--- src/rtl/branch_predict.sv ---
// Fetch PC sequencer with a 2-bit saturating-counter branch predictor.
// Optional statistics counters are built only when BP_STATS_EN is defined.
module branch_predict #(
    parameter int PC_W  = 16,
    parameter int IDX_W = 4,
    parameter int INC   = 2
) (
    input  logic            clk,
    input  logic            rst,
    input  logic            stall,
    output logic [PC_W-1:0] pc,
    input  logic            f_br,
    input  logic [PC_W-1:0] f_target,
    output logic            pred_taken,
    input  logic            ex_valid,
    input  logic [PC_W-1:0] ex_pc,
    input  logic [PC_W-1:0] ex_target,
    input  logic            ex_taken,
    input  logic            ex_pred,
    output logic            flush,
    output logic [15:0]     stat_branches,
    output logic [15:0]     stat_mispred
);

    localparam int DEPTH = 1 << IDX_W;

    typedef enum logic [1:0] {
        STRONG_NT = 2'b00,
        WEAK_NT   = 2'b01,
        WEAK_T    = 2'b10,
        STRONG_T  = 2'b11
    } ctr_t;

    ctr_t             table_q [DEPTH];
    logic [IDX_W-1:0] f_idx;
    logic [IDX_W-1:0] ex_idx;
    logic [PC_W-1:0]  pc_next;

    // Bit 0 of a PC is always zero for INC-aligned instructions, so it is skipped.
    assign f_idx  = pc[IDX_W:1];
    assign ex_idx = ex_pc[IDX_W:1];

    assign pred_taken = f_br & table_q[f_idx][1];
    assign flush      = ex_valid & (ex_taken != ex_pred);

    // NOTE: pc_next is assigned on every path, so no latch is inferred.
    always_comb begin
        pc_next = pc + PC_W'(INC);
        if (flush && ex_taken)
            pc_next = ex_target;
        else if (flush)
            pc_next = ex_pc + PC_W'(INC);
        else if (stall)
            pc_next = pc;
        else if (pred_taken)
            pc_next = f_target;
    end

    // NOTE: the predictor table is a small register file, so it is reset
    // explicitly; a RAM-style table would have no reset and need an init walk.
    always_ff @(posedge clk or posedge rst) begin
        if (rst) begin
            pc <= '0;
            for (int i = 0; i < DEPTH; i++)
                table_q[i] <= WEAK_NT;
        end else begin
            pc <= pc_next;
            if (ex_valid) begin
                if (ex_taken && table_q[ex_idx] != STRONG_T)
                    table_q[ex_idx] <= ctr_t'(table_q[ex_idx] + 2'd1);
                else if (!ex_taken && table_q[ex_idx] != STRONG_NT)
                    table_q[ex_idx] <= ctr_t'(table_q[ex_idx] - 2'd1);
            end
        end
    end

`ifdef BP_STATS_EN
    logic [15:0] br_cnt;
    logic [15:0] mis_cnt;

    // Both counters wrap naturally at 16 bits.
    always_ff @(posedge clk or posedge rst) begin
        if (rst) begin
            br_cnt  <= '0;
            mis_cnt <= '0;
        end else begin
            if (ex_valid) br_cnt  <= br_cnt + 16'd1;
            if (flush)    mis_cnt <= mis_cnt + 16'd1;
        end
    end

    assign stat_branches = br_cnt;
    assign stat_mispred  = mis_cnt;
`else
    assign stat_branches = '0;
    assign stat_mispred  = '0;
`endif

endmodule

--- config.mk ---
export PLATFORM = sky130hd
export DESIGN_NAME = branch_predict
export DESIGN_NICKNAME = d
export VERILOG_FILES = /design/src/rtl/branch_predict.sv
export SDC_FILE = /design/constraint.sdc
export NUM_CORES = 1
export LEC_CHECK = 0
export BUFFER_PORTS_ARGS = -buffer_cell sky130_fd_sc_hd__buf_2
export CELL_PAD_IN_SITES_DETAIL_PLACEMENT = 2
export CELL_PAD_IN_SITES_GLOBAL_PLACEMENT = 2
export CORE_UTILIZATION = 29
export CTS_CLUSTER_SIZE = 16
export DETAILED_ROUTE_END_ITERATION = 8
export GPL_ROUTABILITY_DRIVEN = 1
export HOLD_SLACK_MARGIN = 0.12
export PLACE_DENSITY_LB_ADDON = 0.1
export RECOVER_POWER = 50
export SLEW_MARGIN = 20
export SYNTH_ARGS = -nofsm -noshare
export SYNTH_HDL_FRONTEND = slang
export SYNTH_SLANG_ARGS = --single-unit
--- constraint.sdc ---
create_clock -name clk -period 2.7 [get_ports clk]
set_input_delay 0 -clock clk [delete_from_list [all_inputs] [get_ports clk]]
set_output_delay 0 -clock clk [all_outputs]
set_load 0.05 [all_outputs]
==> metrics.cfg, run 1 <==
[run_status]
outcome=finished with violations
violations=max-capacitance violations, max-slew violations

[layout]
fin_nets=582
stdcell_count=693
diodes=0
seqCellArea_um2=1220
syn_to_final_growth_pct=27.2
fillers=1437
final_cell_area_um2=4950
drive_gt1_share_pct=36.7
multiInputGateArea_um2=2540
final_core_util_pct=38.5

[timing]
fin_skew_ns=0.00474
period_minus_slack_ns=2.65
worst_pin_slew_ns=1.62
hold_viol=0
post-route-period-util_pct=98.3
finalSetupViolCount=0
hold_ws_ns=0.123
finalMaxSlewViolations=38
relSlewSlack_pct=-8.30
tns_ns=0
timing.final.ws_setup_ns=0.0460
fmax_mhz=377

[worst_setup_path]
crit_chain=mux4_2, mux4_2, ha_4, nor2b_4, o21a_4, and2_4, nand2_4, mux2_4
end_kind=flop
cp_slowest_stage_delay_ns=0.53
slowest_stage=mux4_2
worstPathMaxFanout=4
rr_startpoint=table_q[9]
cp-start-kind=flop
worstReg2RegEnd=table_q[11]
crit_type=flop to flop
cp_num_buf_inv=0
crit_top_cell=mux4_2
cp.arrival_ns=2.84
rr_worst_depth=8
worstPathRequired_ns=2.89
reg2reg_slack_ns=0.05
path_delay_family=multiplexers

[flow_run]
drv_cap=1

[die]
dieArea_um2=13900
io_pins=105
die_w_um=118
rows=41
start_util_pct=30.2
core_um2=12900
die_h_um=118

[global_routing]
grt_max_degree=38
antenna_found_initial=0
grt_pass1_vias=3761
grt_pass1_wl_mm=22.2
overflow=0
track_usage_pct=20.7

[synthesis]
synth.most_common_cell=nand2_1
ys_types=60
yosys-top-cells-area=dfrtp_1 21%, dfstp_2 11%, mux2_2 9.8%
syn_inst=419
seq_area_frac_synth_pct=31.4
yosysWarningCount=0
synth-seq-cells=48
synth_top_area_cell=dfrtp_1
synth_flop_cell=dfrtp_1
synth_area_um2=3890
synthArstFlopShare_pct=100
synth_common_cells=37 x nand2_1, 34 x mux2_2, 32 x buf_4, 32 x dfrtp_1, 21 x nand3_1
synth_edf_count=0
yosysTopAreaCellShare_pct=20.6
avgSynthCellArea_um2=9.29

[min_path]
min_path_type=input port to flop
hold_depth=4
worstHoldStart=f_target[11]
holdPathEnd=pc[11]

[clocking]
clockBufferDepth=2
cts_htree_levels=2
cts_tree=yes
clkSinkCount=48
cts-root-buf=clkbuf_16
numCtsBuffers=5
cts.clk_slew.worst_paths_ns=0.07
insertion_delay_ns=0.30

[routing]
ant_nets=0
first_pass_iters=4
avgRoutedWirePerCell_um=20.2
via_per_inst=5.15
drc=0
wl_mm=14.0
drtIter0Drc=125
routed-via-count=3572

[place]
place_hpwl_mm=10.5
io_buffers=72
placement.setup.worst_slack_ns=-0.333
place_area_um2=4440
dp_cells=661
gp_congestion=0.797

[power_and_ir_drop]
leakagePower_nw=2.19
power_mw=4.91
irDropWorstVdd_v=0.000347
power.density_nw_per_um2=992

## power breakdown
part	internal, mW	total, mW	switching, mW
clock	0.442	0.758	0.316
sequential	1.13	1.48	0.350
combinational	1.13	2.68	1.55
total	2.70	4.91	2.21
## worst max-delay path by stage
stage,from,endpoint,depth (start not counted)
after global routing,table_q[11],table_q[29],9
after detailed placement,ex_pc[1],table_q[25],7
after floorplan,flop,table_q[3],11
final,table_q[9],table_q[11],8
after global placement,ex_pc[1],table_q[11],7
after CTS,flop,table_q[11],10
## worst reg2reg max path, cell delays in order, from the launching register on
cell	delay, ns
dfrtp_1	0.40
mux4_2	0.48
mux4_2	0.53
ha_4	0.20
nor2b_4	0.13
o21a_4	0.16
and2_4	0.22
nand2_4	0.09
mux2_4	0.33
## layout by cell type (no fill, tap or decap), drive strengths merged, types with 8 or more instances in the layout
master / instances
buf: 88
nand2: 37
mux2: 35
conb: 32
dfrtp: 32
clkbuf: 23
nand3: 21
nor2: 19
a21oi: 19
dfstp: 16
dlygate4sd3: 16
inv: 15
mux4: 13
mux2i: 13
o21ai: 13
nand4: 9
xnor2: 8
and2: 8
## cells by family after synthesis
kind of cell,after synthesis,share of synthesized area [%]
adders and majority gates,7,2.25
muxes,61,21.1
buffers and inverters,73,10.5
xor gates and xnor gates,12,2.70
AOI/OAI and AO/OA,82,14.3
DFF,48,31.4
other,1,0.0963
and+or+nand+nor,135,17.8
## area by class of cell
type | instances | share of cell area [%]
clock buffer | 5 | 2.53
clock inverter | 3 | 0.909
timing repair buffer | 122 | 15.2
inverter | 14 | 1.06
sequential | 48 | 24.7
multi-input combinational | 329 | 51.2
tap | 172 | 4.34
## what timing repair did
| action | in CTS | in global routing |
|---|---|---|
| hold buffers | 16 | 0 |
| endpoints found under the setup margin | 32 | 33 |
| setup buffers | 3 | 5 |
| cloned | 0 | 0 |
| pin swaps | 5 | 3 |
| gates resized for setup | 28 | 12 |
| hold endpoints to repair | 44 | 0 |
## per-layer routing
layer | vias up | GRT usage, % | part of all wire [%]
li1 | 1676 | - | -
met3 | 8 | 2.47 | 3.4
met5 | - | 0 | 0
met1 | 1795 | 30.6 | 50
met2 | 93 | 32.2 | 46
met4 | 0 | 4.41 | 0.72
Note: power is estimated with default switching activity, not from simulation.
==> run 2: changes to the inputs <==
- SETUP_SLACK_MARGIN: unset -> 0.2
==> run 2 against run 1 <==
  * The flow now finishes without violations
  * Worst hold slack better by 0.018 ns
  * Combinational power is 18% higher
  * Count of clock-buffer cells in the layout stayed put
  * Critical path depth stayed put
  * Utilization is 2.4 points higher
  * Critical endpoint is now table_q[1]
==> metrics.cfg, run 2 (same netlist as run 1, synthesis figures left out) <==
[routing]
via_per_inst=5.23  ; +1.5%
routed-via-count=3636  ; +1.8%
avgRoutedWirePerCell_um=21.9  ; +8.4%
drtIter0Drc=152  ; +22%
first_pass_iters=7  ; +3
wl_mm=15.2  ; +8.7%
drc=0  ; unchanged
ant_nets=0  ; unchanged

[min_path]
hold_depth=4  ; unchanged
holdPathEnd=pc[15]
min_path_type=input port to flop
worstHoldStart=ex_pc[15]

[global_routing]
grt_pass1_vias=3955  ; +5.2%
grt_max_degree=29  ; -24%
overflow=0  ; unchanged
antenna_found_initial=0  ; unchanged
grt_pass1_wl_mm=24.0  ; +8.0%
track_usage_pct=22.6  ; +1.9 points

[power_and_ir_drop]
p_int_mw=3.11  ; +15%
combPwrFrac_pct=57.0  ; +2.5 points
power.density_nw_per_um2=1060  ; +6.6%
switching_share_pct=44.0  ; -0.97 points
irDropWorstVdd_v=0.000421  ; +21%
switchingPower_mw=2.45  ; +11%
leakagePower_nw=2.42  ; +10%
seqPwrFrac_pct=27.5  ; -2.6 points
clockPowerShare_pct=15.5  ; about the same

[layout]
final_cell_mix=60 x buf_2, 32 x conb_1, 30 x dfrtp_1
fin_nets=584  ; +0.34%
stdcell_count=695  ; +0.29%
fillers=1424  ; -0.90%
drive_gt1_share_pct=39.6  ; +2.9 points
final_core_util_pct=40.8  ; +2.4 points
syn_to_final_growth_pct=35.1
diodes=0  ; unchanged
final_common_cell=buf_2

[timing]
post-route-period-util_pct=98.7  ; +0.36 points
tns_ns=0  ; unchanged
finalMaxSlewViolations=0  ; -100%
period_minus_slack_ns=2.66  ; +0.00983 ns
fmax_mhz=375  ; -0.37%
relSlewSlack_pct=20.0  ; +28 points
fin_skew_ns=0.00857  ; +0.00384 ns
worst_pin_slew_ns=1.20  ; -0.424 ns
finalSetupViolCount=0  ; unchanged
rsz0062_at_grt=true
timing.final.ws_setup_ns=0.0362  ; -0.00983 ns
hold_viol=0  ; unchanged

[place]
gp_congestion=0.844  ; +5.8%
place_hpwl_mm=10.6  ; +0.94%
io_buffers=72  ; unchanged
dp_cells=655  ; -0.91%
placement.setup.worst_slack_ns=-0.0715  ; +0.261 ns

[worst_setup_path]
crit_type=flop to flop
worstReg2RegEnd=table_q[1]
reg2reg_slack_ns=0.04  ; about the same
end_kind=flop
worstPathMaxFanout=4  ; unchanged
rr_startpoint=table_q[7]
rr_worst_depth=8  ; unchanged
cp.arrival_ns=2.86  ; +0.02 ns
crit_start=table_q[7]
cp-start-kind=flop
worstPathRequired_ns=2.89  ; about the same

[clocking]
numCtsBuffers=5  ; unchanged
cts.clk_slew.worst_paths_ns=0.08  ; about the same
insertion_delay_ns=0.31  ; about the same
cts_htree_levels=2  ; unchanged
clkSinkCount=48  ; unchanged
cts-root-buf=clkbuf_16
cts_tree=yes
clockBufferDepth=2  ; unchanged

[run_status]
outcome=complete, no violations

[flow_run]
drv_cap=0  ; -1

[die]
start_util_pct=30.2  ; unchanged
die_h_um=118  ; unchanged
rows=41  ; unchanged
die_w_um=118  ; unchanged
dieArea_um2=13900  ; unchanged
core_um2=12900  ; unchanged
io_pins=105  ; unchanged

run 2: cell count changes in the layout (fill, tap and decap cells not counted), sizes merged:
cell / change
clkbuf: -5
inv: -1
bufinv: +1
dlygate4sd3: +3
buf: +4
run 2: routing by layer:
layer  up-vias  share of wire [%]  global-route usage (%)
met5         -                  0                       0
met4         0               0.48                    3.04
met3         5                4.8                    3.83
met2       107                 48                    36.7
met1      1842                 47                    32.1
li1       1682                  -                       -
run 2: critical path: stages, from the launching register on:
cell	delay, ns
dfrtp_1	0.42
mux4_2	0.47
mux4_2	0.54
ha_4	0.19
nor2b_4	0.11
o21a_4	0.16
and2_4	0.22
nand3_4	0.11
mux2_4	0.32
run 2: how the worst max path moves through the flow:
stage | endpoint | cells past startpoint
2_1_floorplan | table_q[3] | 11
3_3_place_gp | table_q[29] | 12
3_5_place_dp | table_q[1] | 13
4_1_cts | table_q[1] | 8
5_1_grt | table_q[1] | 8
6_report | table_q[1] | 8
run 2: cell type report:
| cell class | instances | area [um^2] | share of cell area, % |
|---|---|---|---|
| timing repair buffer | 124 | 836 | 15.9 |
| clock buffer | 5 | 125 | 2.38 |
| sequential | 48 | 1220 | 23.3 |
| inverter | 14 | 55.1 | 1.05 |
| clock inverter | 3 | 68.8 | 1.31 |
| tap | 172 | 215 | 4.09 |
| multi-input combinational | 329 | 2740 | 52.0 |
run 2: timing repair:
action / 4_1_cts / 5_1_grt
resized for setup: 45 / 32
cloned: 1 / 0
pin swaps: 5 / 9
buffers inserted: 11 / 2
hold buffers: 19 / 0
endpoints found under the hold margin: 27 / 0
endpoints found under the setup margin: 34 / 48
run 2: stage by stage:
| step | hold WS [ns] | total power [mW] | instance area [um^2] |
|---|---|---|---|
| floorplan | 0.183 | 3.34 | 4130 |
| global placement | 0.133 | 3.98 | 4480 |
| detailed placement | 0.147 | 4.05 | 4480 |
| CTS | 0.126 | 5.35 | 5160 |
| global route | 0.167 | 5.85 | 5260 |
| finish | 0.141 | 5.56 | 5260 |
run 2: power groups by stage:
stage	logic [mW]	clock network, mW	registers, mW
after floorplan	1.61	0	1.73
after global placement	2.48	0	1.50
after detailed placement	2.52	0	1.53
after CTS	2.95	0.887	1.51
after global routing	3.37	0.899	1.58
final	3.17	0.862	1.53
==> run 3: changes to the inputs <==
- clock period: 2.7 -> 2.2 ns (I/O delays scaled with it)
==> run 3 against run 2 <==
  * The run now ends with negative setup slack left
  * Clock skew shrank 0.0026 ns
  * Count of clock-buffer cells in the layout grew 3
  * Via count grew 2.8%
  * Clock power shrank 6.4%
  * Sequential cell count is the same
  * Worst setup slack lost 0.58 ns
  * Final area grew 3.2%
  * Critical endpoint is now table_q[5]
  * Largest cell class unchanged
==> metrics.cfg, run 3 (same netlist as run 1, synthesis figures left out) <==
[run_status]
outcome=finished with violations
violations=negative setup slack

[layout]
final_core_util_pct=42.2  ; +1.3 points
fillers=1398  ; -1.8%
diodes=0  ; unchanged
final_cell_area_um2=5430  ; +3.2%
syn_to_final_growth_pct=39.4
fin_nets=611  ; +4.6%
final_common_cell=buf_2
drive_gt1_share_pct=46.0  ; +6.4 points
stdcell_count=722  ; +3.9%
final_cell_mix=71 x buf_2, 51 x buf_4, 32 x conb_1

[place]
dp_cells=686  ; +4.7%
io_buffers=72  ; unchanged
place_hpwl_mm=11.1  ; +5.0%
gp_congestion=0.847  ; +0.38%
place_area_um2=4760  ; +6.2%
placement.setup.worst_slack_ns=-0.525  ; -0.454 ns

[global_routing]
grt_max_degree=49  ; +69%
grt_pass1_wl_mm=24.0  ; +0.26%
antenna_found_initial=0  ; unchanged
overflow=0  ; unchanged
grt_pass1_vias=4085  ; +3.3%
track_usage_pct=22.7  ; +0.069 points

[worst_setup_path]
crit_type=flop to flop
end_kind=flop
worstPathMaxFanout=4  ; unchanged
slowest_stage=mux4_2
cp-start-kind=flop
crit_chain=mux4_2, mux2_4, o21ai_4, inv_4, ha_4, nor2b_4, o21a_4, and2_4, nand3_4, mux2_4
crit_top_cell=mux2_4
reg2reg_slack_ns=-0.54  ; -0.58 ns
cp.arrival_ns=2.93  ; +0.07 ns
cp_slowest_stage_delay_ns=0.49  ; -0.05 ns
worstPathRequired_ns=2.39  ; -0.50 ns

[timing]
period_minus_slack_ns=2.74  ; +0.0778 ns
fin_skew_ns=0.00602  ; -0.00255 ns
hold_viol=0  ; unchanged
finalMaxSlewViolations=0  ; unchanged
timing.final.ws_setup_ns=-0.542  ; -0.578 ns
finalSetupViolCount=49  ; +49
post-route-period-util_pct=125  ; +26 points
worst_pin_slew_ns=1.29  ; +0.0929 ns
relSlewSlack_pct=13.9  ; -6.1 points
rsz0062_at_grt=true
fmax_mhz=365  ; -2.8%

[clocking]
clkSinkCount=48  ; unchanged
cts_htree_levels=2  ; unchanged
cts.clk_slew.worst_paths_ns=0.06  ; -0.02 ns
cts-root-buf=clkbuf_16
numCtsBuffers=5  ; unchanged
insertion_delay_ns=0.30  ; about the same
cts_tree=yes
clockBufferDepth=2  ; unchanged

[routing]
first_pass_iters=4  ; -3
via_per_inst=5.17  ; -1.1%
wl_met1_mm=7.39  ; +3.2%
routed-via-count=3736  ; +2.8%
ant_nets=0  ; unchanged
met2WireLength_mm=7.33  ; +0.73%
met3WireLength_um=445  ; -39%
avgRoutedWirePerCell_um=21.1  ; -3.6%
highest_layer=met4
drtIter0Drc=200  ; +32%
drc=0  ; unchanged
wl_mm=15.3  ; +0.17%

[power_and_ir_drop]
power.density_nw_per_um2=1270  ; +20%
irDropWorstVdd_v=0.000599  ; +42%
leakagePower_nw=2.54  ; +4.9%
power_mw=6.91  ; +24%

[die]
die_w_um=118  ; unchanged
dieArea_um2=13900  ; unchanged
core_um2=12900  ; unchanged
io_pins=105  ; unchanged
start_util_pct=30.2  ; unchanged
rows=41  ; unchanged
die_h_um=118  ; unchanged

[min_path]
min_path_type=input port to flop

[flow_run]
drv_cap=0  ; unchanged

## run 3: cell types whose count changed in the layout (fill, tap and decap cells not counted), sizes merged
cell / change
bufinv: -2
buf: +43
dlygate4sd3: -4
clkbuf: -9
inv: -1
## run 3: through the flow
stage	setup TNS (ns)	hold WS, ns
finish	-19.95	0.132
global route	-23.34	0.135
floorplan	-15.07	0.182
detailed placement	-18.37	0.0746
CTS	-18.97	0.128
global placement	-16.43	0.0656
## run 3: cell type report
type	count	area [um^2]	area share (%)
Multi-Input combinational cell	329	2700	49.7
Sequential cell	48	1220	22.6
Timing Repair Buffer	151	1090	20.1
Tap cell	172	215	3.96
Clock buffer	8	146	2.70
Inverter	14	55.1	1.01
## run 3: worst max-delay path: cells and delay by family, from the launching register on
family / cells / cell delay (ns)
flops: 1 / 0.37
compound gates: 2 / 0.43
buf+inv: 1 / 0.06
mux: 3 / 1.11
simple gates: 3 / 0.47
fa+ha+maj: 1 / 0.17
## run 3: where the power goes
part           internal [mW]  total (mW)  switching, mW
logic                   2.07        4.37           2.30
clock network          0.455       0.807          0.352
registers               1.39        1.73          0.337
total                   3.92        6.91           2.99
## run 3: path summary, 6_finish.rpt
| kind | start | endpoint | cells past startpoint |
|---|---|---|---|
| min in group asynchronous | rst | table_q[9] | 4 |
| hold reg to reg | table_q[1] | table_q[1] | 1 |
| hold / removal | f_target[2] | pc[2] | 4 |
| max in group asynchronous | rst | pc[4] | 4 |
| setup / recovery | flop | table_q[5] | 10 |
| setup reg to reg | flop | table_q[5] | 10 |
## run 3: routing by layer
layer | vias up | track usage (%)
li1 | 1739 | -
met4 | 0 | 4.01
met1 | 1900 | 31.7
met2 | 90 | 37.2
met5 | - | 0
met3 | 7 | 3.39
## run 3: timing repair
action | in CTS | in global routing
gates cloned | 2 | 0
hold buffers | 15 | 0
hold endpoints to repair | 59 | 0
gates resized for setup | 36 | 27
pin swaps | 12 | 8
endpoints found under the setup margin | 49 | 49
setup buffers | 8 | 3
